File: src/rtl/weight_slice_loader_pkg.sv
// Shared constants, FSM state type and config legality check for the fp16 weight slice loader.
package weight_slice_loader_pkg;

    localparam int DATA_WIDTH              = 16;
    localparam int KERNEL_SIZE_MAX         = 5;
    localparam int WEIGHT_WRITE_ADDR_WIDTH = 5;
    localparam int SLICE_MAX               = 4;
    localparam int LANES                   = KERNEL_SIZE_MAX * KERNEL_SIZE_MAX;
    localparam int LANE_IDX_W              = 5;
    localparam int DIN_WIDTH               = LANES * DATA_WIDTH;

    typedef enum logic [1:0] {
        S_IDLE,
        S_LOAD,
        S_WRITE,
        S_DONE
    } state_t;

    function automatic logic cfg_legal(input logic [2:0] ks,
                                       input logic [WEIGHT_WRITE_ADDR_WIDTH-1:0] sc);
        return (ks != 3'd0) && (int'(ks) <= KERNEL_SIZE_MAX) &&
               (sc != '0) && (int'(sc) <= SLICE_MAX);
    endfunction

endpackage

File: src/rtl/weight_slice_loader_buffer.sv
// weight_slice_buffer: 25-lane fp16 register array with clear, indexed lane write and flat output.
module weight_slice_buffer
    import weight_slice_loader_pkg::*;
(
    input  logic                  clk,
    input  logic                  rst_n,
    input  logic                  i_clr,
    input  logic                  i_we,
    input  logic [LANE_IDX_W-1:0] i_idx,
    input  logic [DATA_WIDTH-1:0] i_data,
    output logic [DIN_WIDTH-1:0]  o_flat
);

    logic [DATA_WIDTH-1:0] r_lane [LANES];

    // Clear wins over a same-cycle write so an aborted final word never lands.
    always_ff @(posedge clk) begin
        if (!rst_n || i_clr) begin
            for (int n = 0; n < LANES; n++) begin
                r_lane[n] <= '0;
            end
        end else if (i_we && (int'(i_idx) < LANES)) begin
            r_lane[i_idx] <= i_data;
        end
    end

    for (genvar g = 0; g < LANES; g++) begin : g_flat
        assign o_flat[g*DATA_WIDTH +: DATA_WIDTH] = r_lane[g];
    end

endmodule

File: src/rtl/weight_slice_loader.sv
// Packs a serial fp16 weight stream into 25-lane slices and writes one slice per RAM address.
// Optional WEIGHT_LOAD_ABORT_EN adds an abort input that drops the job back to IDLE.
module weight_slice_loader
    import weight_slice_loader_pkg::*;
(
    input  logic                               clk,
    input  logic                               rst_n,
    input  logic                               start,
    input  logic [2:0]                         kernel_size,
    input  logic [WEIGHT_WRITE_ADDR_WIDTH-1:0] slice_count,
`ifdef WEIGHT_LOAD_ABORT_EN
    input  logic                               abort,
`endif
    input  logic                               w_valid,
    input  logic [DATA_WIDTH-1:0]              w_data,
    output logic                               w_ready,
    output logic                               ena_w,
    output logic [WEIGHT_WRITE_ADDR_WIDTH-1:0] addr_write,
    output logic [DIN_WIDTH-1:0]               din,
    output logic                               busy,
    output logic                               done,
    output logic                               cfg_err
);

    state_t                             r_state;
    state_t                             w_next;
    logic [LANE_IDX_W-1:0]              r_kk;
    logic [LANE_IDX_W-1:0]              r_idx;
    logic [WEIGHT_WRITE_ADDR_WIDTH-1:0] r_slices;
    logic [WEIGHT_WRITE_ADDR_WIDTH-1:0] r_addr;
    logic [WEIGHT_WRITE_ADDR_WIDTH-1:0] r_addr_last;
    logic [DIN_WIDTH-1:0]               r_din_last;
    logic                               r_cfg_err;

    logic                 w_abort;
    logic                 w_legal;
    logic                 w_accept;
    logic                 w_last;
    logic                 w_slice_end;
    logic                 w_buf_clr;
    logic                 w_buf_we;
    logic [DIN_WIDTH-1:0] w_buf;

`ifdef WEIGHT_LOAD_ABORT_EN
    assign w_abort = abort;
`else
    assign w_abort = 1'b0;
`endif

    assign w_legal     = cfg_legal(kernel_size, slice_count);
    assign w_accept    = (r_state == S_LOAD) && w_valid;
    assign w_last      = (r_idx == r_kk - 5'd1);
    assign w_slice_end = (r_addr == r_slices - 1'b1);
    assign w_buf_we    = w_accept && !w_abort;

    always_ff @(posedge clk) begin
        if (!rst_n) begin
            r_state <= S_IDLE;
        end else begin
            r_state <= w_next;
        end
    end

    // Outputs are decoded from the registered state; din/addr_write replay the last write outside WRITE.
    always_comb begin
        w_next     = r_state;
        w_buf_clr  = 1'b0;
        w_ready    = 1'b0;
        ena_w      = 1'b0;
        busy       = 1'b0;
        done       = 1'b0;
        din        = r_din_last;
        addr_write = r_addr_last;
        case (r_state)
            S_IDLE: begin
                if (start && w_legal) begin
                    w_next    = S_LOAD;
                    w_buf_clr = 1'b1;
                end
            end
            S_LOAD: begin
                w_ready = 1'b1;
                busy    = 1'b1;
                if (w_abort) begin
                    w_next    = S_IDLE;
                    w_buf_clr = 1'b1;
                end else if (w_accept && w_last) begin
                    w_next = S_WRITE;
                end
            end
            S_WRITE: begin
                ena_w      = 1'b1;
                busy       = 1'b1;
                din        = w_buf;
                addr_write = r_addr;
                if (w_abort) begin
                    w_next    = S_IDLE;
                    w_buf_clr = 1'b1;
                end else if (w_slice_end) begin
                    w_next = S_DONE;
                end else begin
                    w_next    = S_LOAD;
                    w_buf_clr = 1'b1;
                end
            end
            S_DONE: begin
                done   = 1'b1;
                w_next = S_IDLE;
            end
            default: w_next = S_IDLE;
        endcase
    end

    always_ff @(posedge clk) begin
        if (!rst_n) begin
            r_kk        <= '0;
            r_idx       <= '0;
            r_slices    <= '0;
            r_addr      <= '0;
            r_addr_last <= '0;
            r_din_last  <= '0;
            r_cfg_err   <= 1'b0;
        end else begin
            r_cfg_err <= (r_state == S_IDLE) && start && !w_legal;
            case (r_state)
                S_IDLE: begin
                    if (start && w_legal) begin
                        r_kk     <= {2'b00, kernel_size} * {2'b00, kernel_size};
                        r_slices <= slice_count;
                        r_idx    <= '0;
                        r_addr   <= '0;
                    end
                end
                S_LOAD: begin
                    if (w_buf_we) begin
                        r_idx <= r_idx + 5'd1;
                    end
                end
                S_WRITE: begin
                    r_din_last  <= w_buf;
                    r_addr_last <= r_addr;
                    if (w_next == S_LOAD) begin
                        r_addr <= r_addr + 1'b1;
                        r_idx  <= '0;
                    end
                end
                default: ;
            endcase
        end
    end

    assign cfg_err = r_cfg_err;

    weight_slice_buffer u_buf (
        .clk    (clk),
        .rst_n  (rst_n),
        .i_clr  (w_buf_clr),
        .i_we   (w_buf_we),
        .i_idx  (r_idx),
        .i_data (w_data),
        .o_flat (w_buf)
    );

endmodule

File: config.mk
export PLATFORM = sky130hd
export DESIGN_NAME = weight_slice_loader
export DESIGN_NICKNAME = d
export VERILOG_FILES = /design/src/rtl/weight_slice_loader_pkg.sv /design/src/rtl/weight_slice_loader_buffer.sv /design/src/rtl/weight_slice_loader.sv
export SDC_FILE = /design/constraint.sdc
export NUM_CORES = 2
export LEC_CHECK = 0
export CAP_MARGIN = 20
export CELL_PAD_IN_SITES_DETAIL_PLACEMENT = 0
export CELL_PAD_IN_SITES_GLOBAL_PLACEMENT = 1
export CORE_MARGIN = 3
export CORE_UTILIZATION = 40
export CTS_BUF_LIST = sky130_fd_sc_hd__clkbuf_16
export DETAILED_ROUTE_END_ITERATION = 10
export PLACE_DENSITY = 0.8
export SETUP_SLACK_MARGIN = 0.2
export SLEW_MARGIN = 20
export SYNTH_ARGS = -nofsm -noshare
export SYNTH_HDL_FRONTEND = slang
export SYNTH_SLANG_ARGS = --single-unit
File: constraint.sdc
create_clock -name clk -period 4.25 [get_ports clk]
set_input_delay 0.425 -clock clk [delete_from_list [all_inputs] [get_ports clk]]
set_output_delay 0.425 -clock clk [all_outputs]
set_load 0.005 [all_outputs]
==> impl_metrics.json <==
{
  "fin_skew_ns": 0.0204,
  "rsz0062_at_grt": "no",
  "irDropWorstVdd_v": 0.000366,
  "overflow": 0,
  "ys_seq_area_share_pct": 65.6,
  "via_count": 19900,
  "hold_buffers": 0,
  "end_kind": "output port",
  "wl_per_cell_um": 22.3,
  "drtIter0Drc": 1493,
  "r2r_cells": 10,
  "ys_seq_elements": 827,
  "setup_viol": 0,
  "crit_required_ns": 3.83,
  "viasPerCell": 4.99,
  "grt_usage_pct": 21.3,
  "p_leak_nw": 15.0,
  "min_period_over_period_pct": 90.8,
  "netlist-cell-type-count": 58,
  "start_util_pct": 40.4,
  "worstSetupStartpoint": "r_state[1]",
  "async_flop_share_pct": 0,
  "ys.warnings.count": 0,
  "cts-htree-levels": 3,
  "slew_viol_final": 0,
  "clockRootBuffer": "clkbuf_16",
  "dieArea_um2": 81800,
  "drc": 0,
  "syn_avg_cell_area_um2": 12.8,
  "r2r_slack_ns": 0.96,
  "worstPathMaxFanout": 55,
  "fin_tns_setup_ns": 0,
  "r2r_start": "r_slices[0]",
  "drive_gt1_share_pct": 20.4,
  "cellPowerDensity_nw_per_um2": 411,
  "status": "completed",
  "hold_viol": 0,
  "fin_crit_ns": 3.86,
  "cap_violations": 0,
  "port_buffers": 437,
  "gp_congestion": 0.804,
  "power_mw": 16.3,
  "syn_inst": 2451,
  "final_util_pct": 51.2,
  "clk_pin_slew_ns": 0.06,
  "worst_slew_pin_slew_ns": 1.05,
  "rows": 102,
  "clockBufferDepth": 3,
  "r2r_end": "u_buf.r_lane[5][1]",
  "cts_setup_buffers": 0,
  "clock_latency_ns": 0.63,
  "synth_edf_count": 400,
  "crit_type": "reg -> out",
  "final_cell_mix": "clkdlybuf4s50_1, dfxtp_1, nor2_1",
  "dp_hpwl_mm": 59.3,
  "coreArea_um2": 77600,
  "fp.dieH_um": 286,
  "postRouteAntennaNets": 0,
  "cts_resized": 0,
  "cts_tree": "yes",
  "synthFlopType": "dfxtp_1",
  "area_delta_synth_final_pct": 26.9,
  "grt_pass1_vias": 20300,
  "cp_data_arrival_time_ns": 3.43,
  "grt_start_max_net_pins": 130,
  "slew_headroom_pct": 29.9,
  "cts.sinks": 827,
  "grt_pass1_wl_mm": 130,
  "die_w_um": 286,
  "drt_pass1_iterations": 5,
  "cp-endpoint": "din[340]",
  "clock.fmax_mhz": 259,
  "netlist_area_um2": 31300,
  "hold_class": "in -> reg",
  "final_common_cell": "clkdlybuf4s50_1",
  "syn_nets": 2491,
  "finalNetCount": 2914,
  "cp-start-kind": "flop",
  "cts_buffers": 87,
  "ios": 438,
  "antenna_found_initial": 2,
  "totalWireLength_mm": 89.2,
  "hp-start": "rst_n"
}
==> worst min path at each step <==
stage                           end  slack [ns]  cells after the start
finish              r_din_last[363]        0.19                      2
global route        r_din_last[363]        0.17                      2
CTS                 r_din_last[366]        0.16                      2
detailed placement      r_slices[4]        0.50                      1
global placement        r_slices[4]        0.49                      1
floorplan                   r_kk[4]        0.47                      2
==> report_power, final <==
group,switching (mW),internal (mW)
Sequential,0.0558,8.52
Combinational,0.356,0.0987
Clock,3.13,4.18
==> flip-flops by register name (all words and copies together) (netlist names) <==
name	count
r_din_last	400
u_buf.r_lane	400
r_addr	5
r_addr_last	5
r_idx	5
r_slices	5
r_kk	4
r_state	2
cfg_err	1
==> cells in the mapped netlist, types with 2 or more instances <==
cell / instances / area share [%]
o21ai_0: 34 / 0.54
dfxtp_1: 427 / 27
nand3_4: 3 / 0.17
or3b_2: 3 / 0.084
a31oi_1: 6 / 0.12
edfxtp_1: 400 / 38
nor2b_1: 3 / 0.060
nand3b_1: 3 / 0.072
ha_1: 12 / 0.48
nor2_1: 416 / 5.0
buf_2: 39 / 0.62
a21oi_1: 14 / 0.22
nand2_1: 81 / 0.97
xnor2_1: 6 / 0.17
and3_1: 2 / 0.040
mux2_2: 403 / 14
o211ai_1: 2 / 0.048
nor3_1: 2 / 0.032
or4_1: 3 / 0.072
xor2_1: 5 / 0.14
buf_1: 3 / 0.036
inv_1: 17 / 0.20
nand3_1: 4 / 0.064
and2_1: 409 / 8.2
o31ai_1: 4 / 0.096
clkbuf_1: 107 / 1.3
mux2i_1: 5 / 0.16
nand4_1: 4 / 0.080
or3_1: 5 / 0.10
==> worst max-delay path: stages, from the launching register on <==
cell	delay, ns
dfxtp_1	0.46
ha_4	0.87
buf_4	0.43
mux2_2	0.40
clkdlybuf4s50_1	0.59
==> cells by family (layout without fill, tap and decap cells) <==
group / Yosys count / in the layout / share of synthesized area (%)
AOI/OAI and AO/OA: 75 / 75 / 1.55
xor gates and xnor gates: 12 / 12 / 0.379
adders and majority gates: 12 / 12 / 0.479
buffers and inverters: 168 / 666 / 2.18
DFF: 827 / 827 / 65.6
muxes: 408 / 408 / 14.6
other: 0 / 1 / 0
and+or+nand+nor: 949 / 949 / 15.2
==> area by class of cell <==
cell class | instances | area (um2)
Clock buffer | 89 | 2230
Sequential cell | 827 | 20600
Inverter | 18 | 67.6
Tap cell | 1040 | 1300
Timing Repair Buffer | 484 | 4860
Multi-Input combinational cell | 1456 | 10200
Clock inverter | 75 | 522
Fill cell | 6762 | 37800
Antenna cell | 1 | 2.50
==> metal layers <==
layer	part of all wire, %	wire length [um]	track usage (%)
met5	0.015	13	0
met4	2.5	2190	5.59
met3	6.3	5590	4.17
met2	49	43400	36.1
met1	43	38000	28.2
==> metrics by stage <==
step                      hold WS (ns)  cell area [um2]  instances  setup slack [ns]
after detailed placement         0.497            37000       3825             0.621
after CTS                        0.162            39800       3989             0.376
final                            0.186            39800       3990             0.391
after global routing             0.168            39800       3989             0.266
after floorplan                  0.474            31300       2451              1.15
after global placement           0.491            37000       3825             0.720
No activity file was read; power rests on OpenSTA's default activity.
